File: src/rtl/decode_pipe_stage.sv
// ---------------------------------------------------------------------------
// decode_pipe_stage
//
// Registered RV32I decode stage between fetch and execute. The incoming
// instruction is decoded combinationally and the decoded entry is registered,
// so an accepted instruction shows up on the outputs one cycle later.
//
// SKID_EN=1 keeps two entries (output register plus skid register). in_ready
// then depends only on registered state, so there is no combinational path
// from out_ready to in_ready. SKID_EN=0 keeps a single register and lets
// in_ready follow out_ready combinationally.
//
// Ports
//   clk, rst                 clock (rising edge), asynchronous active-high reset
//   in_valid/in_ready        fetch-side handshake; in_instr, in_pc are the payload
//   flush                    drops every held entry and any input accepted this cycle
//   out_valid/out_ready      execute-side handshake
//   out_pc, out_imm          PC and sign-extended immediate of the entry
//   out_alu, out_ctrl        ALU code (alu_codes_t) and 10-bit control word
//   out_btype, out_funct3    branch type (branch_type_t) and instr[14:12]
//   out_rs1/rs2/rd           register indices
//   out_illegal              entry holds an illegal instruction
// ---------------------------------------------------------------------------

package decode_pkg;

    typedef enum logic [3:0] {
        ALU_ADD  = 4'h0,
        ALU_SLL  = 4'h1,
        ALU_SLT  = 4'h2,
        ALU_SLTU = 4'h3,
        ALU_XOR  = 4'h4,
        ALU_SRL  = 4'h5,
        ALU_OR   = 4'h6,
        ALU_AND  = 4'h7,
        ALU_SUB  = 4'h8,
        ALU_SRA  = 4'hD,
        ALU_NOP  = 4'hF
    } alu_codes_t;

    typedef enum logic [1:0] {
        NON_TYPE         = 2'b00,
        JAL_TYPE         = 2'b01,
        JALR_TYPE        = 2'b10,
        CONDITIONAL_TYPE = 2'b11
    } branch_type_t;

    // Major opcodes, instr[6:2].
    localparam logic [4:0] OPC_LOAD   = 5'b00000;
    localparam logic [4:0] OPC_OPIMM  = 5'b00100;
    localparam logic [4:0] OPC_AUIPC  = 5'b00101;
    localparam logic [4:0] OPC_STORE  = 5'b01000;
    localparam logic [4:0] OPC_OP     = 5'b01100;
    localparam logic [4:0] OPC_LUI    = 5'b01101;
    localparam logic [4:0] OPC_BRANCH = 5'b11000;
    localparam logic [4:0] OPC_JALR   = 5'b11001;
    localparam logic [4:0] OPC_JAL    = 5'b11011;

    // Control words.
    localparam logic [9:0] CTRL_LUI    = 10'h040;
    localparam logic [9:0] CTRL_AUIPC  = 10'h05E;
    localparam logic [9:0] CTRL_OPIMM  = 10'h04E;
    localparam logic [9:0] CTRL_OP     = 10'h046;
    localparam logic [9:0] CTRL_LOAD   = 10'h06F;
    localparam logic [9:0] CTRL_STORE  = 10'h08E;
    localparam logic [9:0] CTRL_JAL    = 10'h042;
    localparam logic [9:0] CTRL_JALR   = 10'h04A;
    localparam logic [9:0] CTRL_BRANCH = 10'h000;

endpackage

module decode_pipe_stage
    import decode_pkg::*;
#(
    parameter int XLEN    = 32,
    parameter int PC_W    = 32,
    parameter bit SKID_EN = 1'b1
) (
    input  logic            clk,
    input  logic            rst,
    input  logic            in_valid,
    output logic            in_ready,
    input  logic [31:0]     in_instr,
    input  logic [PC_W-1:0] in_pc,
    input  logic            flush,
    output logic            out_valid,
    input  logic            out_ready,
    output logic [PC_W-1:0] out_pc,
    output logic [XLEN-1:0] out_imm,
    output logic [3:0]      out_alu,
    output logic [9:0]      out_ctrl,
    output logic [1:0]      out_btype,
    output logic [2:0]      out_funct3,
    output logic [4:0]      out_rs1,
    output logic [4:0]      out_rs2,
    output logic [4:0]      out_rd,
    output logic            out_illegal
);

    typedef enum logic [1:0] {
        ST_EMPTY = 2'b00,
        ST_FULL  = 2'b01,
        ST_SKID  = 2'b10
    } state_t;

    typedef struct packed {
        logic [PC_W-1:0] pc;
        logic [XLEN-1:0] imm;
        logic [3:0]      alu;
        logic [9:0]      ctrl;
        logic [1:0]      btype;
        logic [2:0]      funct3;
        logic [4:0]      rs1;
        logic [4:0]      rs2;
        logic [4:0]      rd;
        logic            illegal;
    } entry_t;

    localparam entry_t ENTRY_RST = '{
        pc: '0, imm: '0, alu: ALU_NOP, ctrl: '0, btype: NON_TYPE,
        funct3: '0, rs1: '0, rs2: '0, rd: '0, illegal: 1'b0
    };

    state_t state_q, state_d;
    entry_t out_q, out_d;
    entry_t skid_q, skid_d;
    entry_t dec;

    logic [4:0]  opcode;
    logic [2:0]  funct3;
    logic [6:0]  funct7;
    logic [31:0] imm32;
    logic        illegal;
    logic        shift_f7_zero;
    logic        shift_f7_arith;
    logic        accept;
    logic        consume;

    // ------------------------------------------------------------------
    // Combinational decode of the instruction offered on the input side.
    // ------------------------------------------------------------------
    always_comb begin
        // NOTE: every signal driven here gets a default first, so no path
        // through the case statement can leave one unassigned (no latches).
        opcode  = in_instr[6:2];
        funct3  = in_instr[14:12];
        funct7  = in_instr[31:25];
        imm32   = '0;
        illegal = 1'b0;

        // RV64 shifts use a 6-bit shamt, so the funct7 check loses bit 25.
        if (XLEN == 64) begin
            shift_f7_zero  = (in_instr[31:26] == 6'b000000);
            shift_f7_arith = (in_instr[31:26] == 6'b010000);
        end else begin
            shift_f7_zero  = (funct7 == 7'b0000000);
            shift_f7_arith = (funct7 == 7'b0100000);
        end

        dec         = ENTRY_RST;
        dec.pc      = in_pc;
        dec.funct3  = funct3;
        dec.rs1     = in_instr[19:15];
        dec.rs2     = in_instr[24:20];
        dec.rd      = in_instr[11:7];
        dec.alu     = ALU_ADD;
        dec.btype   = NON_TYPE;

        case (opcode)
            OPC_LUI: begin
                dec.ctrl = CTRL_LUI;
                imm32    = {in_instr[31:12], 12'b0};
            end
            OPC_AUIPC: begin
                dec.ctrl = CTRL_AUIPC;
                imm32    = {in_instr[31:12], 12'b0};
            end
            OPC_OPIMM: begin
                dec.ctrl = CTRL_OPIMM;
                imm32    = {{20{in_instr[31]}}, in_instr[31:20]};
                // Only SRAI carries instr[30] into the ALU code; for the other
                // immediate ops bit 30 is just part of the immediate.
                dec.alu  = {in_instr[30] && (funct3 == 3'b101), funct3};
                if (funct3 == 3'b001 && !shift_f7_zero)
                    illegal = 1'b1;
                if (funct3 == 3'b101 && !(shift_f7_zero || shift_f7_arith))
                    illegal = 1'b1;
            end
            OPC_OP: begin
                dec.ctrl = CTRL_OP;
                dec.alu  = {in_instr[30], funct3};
                if (funct7 != 7'b0000000 && funct7 != 7'b0100000)
                    illegal = 1'b1;
                else if (funct7 == 7'b0100000 && funct3 != 3'b000 && funct3 != 3'b101)
                    illegal = 1'b1;
            end
            OPC_LOAD: begin
                dec.ctrl = CTRL_LOAD;
                imm32    = {{20{in_instr[31]}}, in_instr[31:20]};
            end
            OPC_STORE: begin
                dec.ctrl = CTRL_STORE;
                imm32    = {{20{in_instr[31]}}, in_instr[31:25], in_instr[11:7]};
            end
            OPC_JAL: begin
                dec.ctrl  = CTRL_JAL;
                dec.btype = JAL_TYPE;
                imm32     = {{12{in_instr[31]}}, in_instr[19:12], in_instr[20],
                             in_instr[30:21], 1'b0};
            end
            OPC_JALR: begin
                dec.ctrl  = CTRL_JALR;
                dec.btype = JALR_TYPE;
                imm32     = {{20{in_instr[31]}}, in_instr[31:20]};
            end
            OPC_BRANCH: begin
                dec.ctrl  = CTRL_BRANCH;
                dec.btype = CONDITIONAL_TYPE;
                dec.alu   = ALU_SUB;
                imm32     = {{20{in_instr[31]}}, in_instr[7], in_instr[30:25],
                             in_instr[11:8], 1'b0};
                if (funct3 == 3'b010 || funct3 == 3'b011)
                    illegal = 1'b1;
            end
            default: illegal = 1'b1;
        endcase

        if (in_instr[1:0] != 2'b11)
            illegal = 1'b1;

        dec.imm = XLEN'($signed(imm32));

        // Illegal entries still travel through the pipe but carry no
        // control effects; the register fields are passed through as-is.
        if (illegal) begin
            dec.ctrl  = '0;
            dec.alu   = ALU_NOP;
            dec.btype = NON_TYPE;
            dec.imm   = '0;
        end
        dec.illegal = illegal;
    end

    // ------------------------------------------------------------------
    // Handshake and occupancy control.
    // ------------------------------------------------------------------
    assign out_valid = (state_q != ST_EMPTY);
    assign consume   = out_valid && out_ready;

    // During a flush the input is accepted and thrown away, so fetch never
    // stalls on a redirect.
    assign in_ready  = flush || (SKID_EN ? (state_q != ST_SKID)
                                         : ((state_q == ST_EMPTY) || out_ready));
    assign accept    = in_valid && in_ready;

    always_comb begin
        state_d = state_q;
        out_d   = out_q;
        skid_d  = skid_q;

        if (flush) begin
            state_d = ST_EMPTY;
            skid_d  = ENTRY_RST;
        end else begin
            case (state_q)
                ST_EMPTY: begin
                    if (accept) begin
                        state_d = ST_FULL;
                        out_d   = dec;
                    end
                end
                ST_FULL: begin
                    if (accept && consume) begin
                        out_d = dec;
                    end else if (accept) begin
                        // Only reachable with SKID_EN=1: the single-register
                        // variant deasserts in_ready while stalled.
                        state_d = ST_SKID;
                        skid_d  = dec;
                    end else if (consume) begin
                        state_d = ST_EMPTY;
                    end
                end
                ST_SKID: begin
                    if (consume) begin
                        state_d = ST_FULL;
                        out_d   = skid_q;
                        skid_d  = ENTRY_RST;
                    end
                end
                default: state_d = ST_EMPTY;
            endcase
        end
    end

    always_ff @(posedge clk or posedge rst) begin
        // NOTE: state registers use non-blocking assignments so every flop
        // samples its _d value from before this edge, independent of order.
        if (rst) begin
            state_q <= ST_EMPTY;
            out_q   <= ENTRY_RST;
            skid_q  <= ENTRY_RST;
        end else begin
            state_q <= state_d;
            out_q   <= out_d;
            skid_q  <= skid_d;
        end
    end

    assign out_pc      = out_q.pc;
    assign out_imm     = out_q.imm;
    assign out_alu     = out_q.alu;
    assign out_ctrl    = out_q.ctrl;
    assign out_btype   = out_q.btype;
    assign out_funct3  = out_q.funct3;
    assign out_rs1     = out_q.rs1;
    assign out_rs2     = out_q.rs2;
    assign out_rd      = out_q.rd;
    assign out_illegal = out_q.illegal;

endmodule

File: config.mk
export PLATFORM = sky130hd
export DESIGN_NAME = decode_pipe_stage
export DESIGN_NICKNAME = d
export VERILOG_FILES = /design/src/rtl/decode_pipe_stage.sv
export SDC_FILE = /design/constraint.sdc
export NUM_CORES = 1
export LEC_CHECK = 0
export CAP_MARGIN = 20
export CELL_PAD_IN_SITES_DETAIL_PLACEMENT = 1
export CELL_PAD_IN_SITES_GLOBAL_PLACEMENT = 2
export CORE_UTILIZATION = 32
export CTS_CLUSTER_DIAMETER = 150
export DETAILED_ROUTE_END_ITERATION = 10
export PLACE_DENSITY = 0.8
export SYNTH_ARGS = -nofsm -noshare
export SYNTH_HDL_FRONTEND = slang
export SYNTH_SLANG_ARGS = --single-unit
File: constraint.sdc
create_clock -name clk -period 8.4 [get_ports clk]
set_input_delay 0.84 -clock clk [delete_from_list [all_inputs] [get_ports clk]]
set_output_delay 0.84 -clock clk [all_outputs]
set_load 0.01 [all_outputs]
==> run_results.csv <==
group,metric,value,unit
place,dp.cells,1328,
floorplanning,die_x,166,um
floorplanning,io_pins,170,
pwr,clkPwrFrac,0.343,
grt,grt_pass1_wl,43.6,mm
finish,filler_cell_count,2885,
timing,rsz0062_at_grt,"no",
route,routed_wl,27.1,mm
grt,grt_max_degree,97,
pwr,power_frac_seq,0.457,
pwr,power,2.34,mW
clock_network,post_cts_buffers,0,
clock_network,cts_tree,"yes",
pwr,comb_power_share,0.200,
critical_path,start_kind,"register",
synthesis,ys_seq_area_frac,0.566,
route,met1Wirelength,12.9,mm
finish,final_util,0.422,
finish,nets,1083,
route,wl_met2,12.8,mm
timing,skew,0.0147,ns
timing,max_slew_margin,0.356,
finish,fin_cells,1361,
floorplanning,rows,59,
finish,areaGrowthSynthToFinish,28.6,%
place,postPlaceCellArea,0.0105,mm^2
route,topRoutingLayerUsed,"met4",
clock_network,root_buffer,"clkbuf_16",
route,wl_met3,1.24,mm
clock_network,htree_levels,4,
pwr,sw_frac_of_total,0.298,
place,post-dp-hpwl,17.5,mm
synthesis,syn_inst,888,
clock_network,cts_buffers,17,
floorplanning,die-area,0.0275,mm^2
finish,final_cell_area,0.0111,mm^2
run,max-cap-violations,0,
route,ant_nets,0,
finish,most-common-layout-cells,"186 x dfrtp_1, 167 x clkdlybuf4s50_1, 158 x nand2_1",
timing,fmax,258,MHz
clock_network,hold_buffers,0,
critical_path,required,7.56,ns
synthesis,syn_avg_cell_area,9.69,um^2
clock_network,worstSkewPairLatency,0.44,ns
run_status,outcome,"finished, violations left",
finish,layout_commonest_cell,"dfrtp_1",
timing,period_minus_slack,3.88,ns
floorplanning,die_h,166,um
route,dr.pass1.iters,8,
pwr,power.density,212,mW/mm^2
floorplanning,coreArea,0.0262,mm^2
clock_network,clockBufferDepth,2,
clock_network,clk_pin_slew_worst_paths,0.08,ns
route,vias_per_cell,5.33,
grt,grt_pass1_vias,7444,
synthesis,ys_seq_elements,194,
pwr,p_leak,4.62,nW
clock_network,ctsResizeCount,0,
pwr,internal_power,1.65,mW
synthesis,synthArstFlopShare,1.00,
finish,drive_above_1_share,0.0770,
pwr,peakVddDrop,0.115,mV
route,num_vias,7250,
critical_path,end_kind,"output port",
critical_path,critPathKind,"reg2out",
finish,diodes,0,
grt,antenna_found_initial,0,
floorplanning,initial_core_util,0.328,
critical_path,critPathMaxFanout,63,
critical_path,cp.arrival,3.04,ns
synthesis,yosysWarningCount,0,
synthesis,synth_edf_count,0,
timing,hold_viol,0,
timing,finalMaxSlewViolations,0,
min_path,min_path_type,"reg2reg",
timing,worst_pin_slew,0.962,ns
timing,period_share,0.462,
clock_network,clock-sinks,194,
route,route.detailed.drc,9,
synthesis,syn-cell-area,0.00860,mm^2
route,drt_iter0_drc,510,
run_status,failed_checks,"DRC",
timing,tns,0,ns
synthesis,synth_flop_cell,"dfrtp_1",
route,wire_per_inst,19.9,um
grt,grt_overflow,0,
synthesis,synth_cell_types,56,
grt,grtUsageTotal,0.201,
timing,finalSetupViolations,0,
place,gp_congestion,0.802,
pwr,switchingPower,0.698,mW
place,portBuffers,167,
synthesized netlist by cell type, types with 4 or more instances:
library cell / number / share of area
or3_1: 4 / 0.0029
buf_2: 7 / 0.0041
o21ai_0: 42 / 0.024
buf_1: 8 / 0.0035
nor2_1: 102 / 0.045
a32o_1: 7 / 0.0081
a22oi_1: 5 / 0.0044
and2_1: 7 / 0.0051
dfstp_2: 8 / 0.024
mux2i_1: 8 / 0.0093
o22ai_2: 8 / 0.012
inv_1: 5 / 0.0022
a21oi_1: 64 / 0.037
nor3_1: 8 / 0.0047
a31oi_1: 53 / 0.039
nand3_1: 10 / 0.0058
o22ai_1: 26 / 0.019
a22o_1: 50 / 0.051
clkbuf_1: 51 / 0.022
nand2b_1: 14 / 0.010
dfrtp_1: 186 / 0.54
nor2b_1: 6 / 0.0044
nand2_1: 158 / 0.069
sequential cells by signal, indices dropped and copies added (netlist names), 4 cells and up:
name and count:
skid_q 96, out_alu 4, out_rd 5, out_ctrl 7, out_pc 32, out_rs2 5, out_imm 32, out_rs1 5
per-layer routing:
metal  up-vias  track usage
met2       188        0.319
met3        11       0.0343
met1      3674        0.288
met5         -            0
met4         0       0.0378
li1       3377            -
worst paths after layout:
kind	start	to	slack, ns	cells after the start
min	skid_q[28]	skid_q[28]	0.48	2
max reg2reg	state_q[1]	out_ctrl[2]	4.94	6
min in group asynchronous	rst	skid_q[25]	0.89	2
min reg2reg	skid_q[28]	skid_q[28]	0.48	2
max	state_q[1]	in_ready	4.52	4
max in group asynchronous	rst	out_imm[7]	6.39	3
cell families after synthesis:
logic type / count (synthesis) / synth area share
AOI/OAI and AO/OA: 279 / 0.219
DFF: 194 / 0.566
other: 1 / 0.000436
muxes: 8 / 0.00931
xor gates and xnor gates: 1 / 0.00102
and+or+nand+nor: 325 / 0.163
buffers and inverters: 80 / 0.0420
power by group through the flow:
stage	Sequential, mW	Combinational, mW	Clock, mW
finish	1.07	0.468	0.804
detailed placement	1.09	0.472	0
floorplan	1.12	0.175	0
global placement	1.09	0.466	0
CTS	1.07	0.475	0.824
global route	1.08	0.508	0.860
stage by stage:
stage,hold WS (ns),worst slack [ns]
after floorplan,0.442,2.29
after global placement,0.455,4.58
after detailed placement,0.466,4.42
after CTS,0.482,4.43
after global routing,0.495,4.31
final,0.481,4.52
area by class of cell:
cell class,count,area [um^2],area share
clock buffer,18,429,0.0388
clock inverter,13,140,0.0127
inverter,5,26.3,0.00238
multi-input combinational,615,3410,0.308
sequential,194,4860,0.440
tap,335,419,0.0379
timing repair buffer,181,1770,0.160
critical path: stages, from the launching register on:
cell,delay [ns]
dfrtp_1,0.44
nor2b_4,0.72
buf_4,0.76
nand2b_1,0.15
clkdlybuf4s50_1,0.51
Power figures use the tool's default switching activity.
==> patch (same flow settings) <==
Make the reset (`rst`) synchronous in one clocked block. Comments in the files are not updated.
--- a/src/rtl/decode_pipe_stage.sv
+++ b/src/rtl/decode_pipe_stage.sv
@@ -293,7 +293,7 @@
         end
     end
 
-    always_ff @(posedge clk or posedge rst) begin
+    always_ff @(posedge clk) begin
         // NOTE: state registers use non-blocking assignments so every flop
         // samples its _d value from before this edge, independent of order.
         if (rst) begin
Check against the original RTL: differs if rst is asserted again (counterexample within 4 cycles, from zero or initial values and one cycle with rst high); with rst held inactive, the same outputs for 4 cycles.
==> patch against the original RTL <==
- area after synthesis fell by 3.9%
- critical path type is now in -> reg
- cell area is 3.7% lower
- sequential cell count stayed put
- clock power barely moved
- wire length is 0.24% lower
- via count grew 8.9%
- setup slack improved by 130 ps
- power shrank 12%
- highest routed layer unchanged
- clock skew about the same
==> patch: results (changes against the original RTL) <==
Min-Delay Startpoint=skid_q[98]; Leak=3.661 nW (-21%); DP HPWL=17330 um (-1.1%); via count=7896 (+8.9%); Worst Setup SP=out_ready; worst slack, placed=4206 ps (-213.8 ps); Post-synth ARST share=0 (-1.000); Clock-cell share=0.05238 (+0.0009134); net load switching power=539.1 uW (-23%); Multi-In Gates=742 (+21%); CP endpoint=out_imm[3]; Synth Flop Type=dfxtp_1; register area share after synthesis=0.4699 (-0.09566); Clock Skews=14.43 ps (-0.2811 ps); Pre-Repair DR Iteration Count=4 (-4); GR Util met2=0.3286 (+0.009786); GRT Total Usage=0.2043 (+0.003591); reg-to-reg startpoint=state_q[1]; DP Area=10090 um2 (-3.7%); buffer share of cell area=0.1656 (+0.005201); Clk power=801 uW (about the same); worst reg-to-reg path cell count=7 (+1); DRT iter0 DRCs=461 (-9.6%); switching share of power=0.2615 (-0.03625); DR WL met3=1092 um (-12%); Fillers=3006 (+4.2%); R2R setup slack=5100 ps (+160 ps); Final WS setup=4646 ps (+129.3 ps); main area contributors after synthesis=dfxtp_1 47%, nand2_1 9.0%, a21oi_1 6.0%; met1 Use GR=0.2837 (-0.004758); DR vias/cell=5.346 (+0.36%); Final Cell Area=10650 um2 (-3.7%); max incr delay on CP=900 ps (+140 ps); footprint of the multi-input gates=4020 um2 (+18%); Slew headroom=0.2769 (-0.07947); Flop pwr share=0.473 (+0.016); number of non-clock inverters=4 (-1); max reg flops=96 (unchanged); first-pass GRT wire length=42370 um (-2.8%); CLK BUF=17 (-1); Signal buffers=179 (-1.1%); status=complete, no violations; Metal-1 WL=13220 um (+2.5%); Synth top cells by count=199 x nand2_1, 194 x dfxtp_1, 104 x nor2_1; crit path DAT=4060 ps (+1020 ps); placed cell count=1448 (+9.0%); fin nets=1207 (+11%); syn avg cell area=7.977 um2 (-18%); grt met3 use=0.02699 (-0.007326); largest net degree at the start of global routing=103 (+6.2%); number of global-route vias before repair=7585 (+1.9%); maximum VDD drop=111.6 uV (-2.5%); WL met2=12380 um (-3.3%); GP Congestion=0.7509 (-6.4%)
[patch: cell types whose count changed after synthesis, moves of 10 or more]
cell      delta
a21oi_1     +35
nor3_1      +19
dfrtp_1    -186
a311oi_1    +50
nand3_1     +61
a31oi_1     -47
a211oi_1    +14
a22o_1      -50
a221oi_1    +20
clkbuf_1    +31
o22ai_1     -26
nand2_1     +41
o21ai_2     +10
dfxtp_1    +194
[patch: worst min-delay path by stage]
stage	to	slack (ps)
floorplan	skid_q[35]	420
global placement	skid_q[47]	440
detailed placement	skid_q[0]	440
CTS	skid_q[95]	450
global route	skid_q[96]	480
finish	skid_q[98]	450
[patch: logic make-up (layout without fill, tap and decap cells)]
kind of cell | Yosys count | count (layout) | synth area share
XOR/XNOR | 1 | 1 | 0.001060
other | 1 | 2 | 0.0004538
flip-flops | 194 | 194 | 0.4699
buffers and inverters | 101 | 211 | 0.05011
multiplexers | 1 | 1 | 0.001211
AND/OR/NAND/NOR | 452 | 452 | 0.2412
AO/OA/AOI/OAI | 286 | 286 | 0.2360
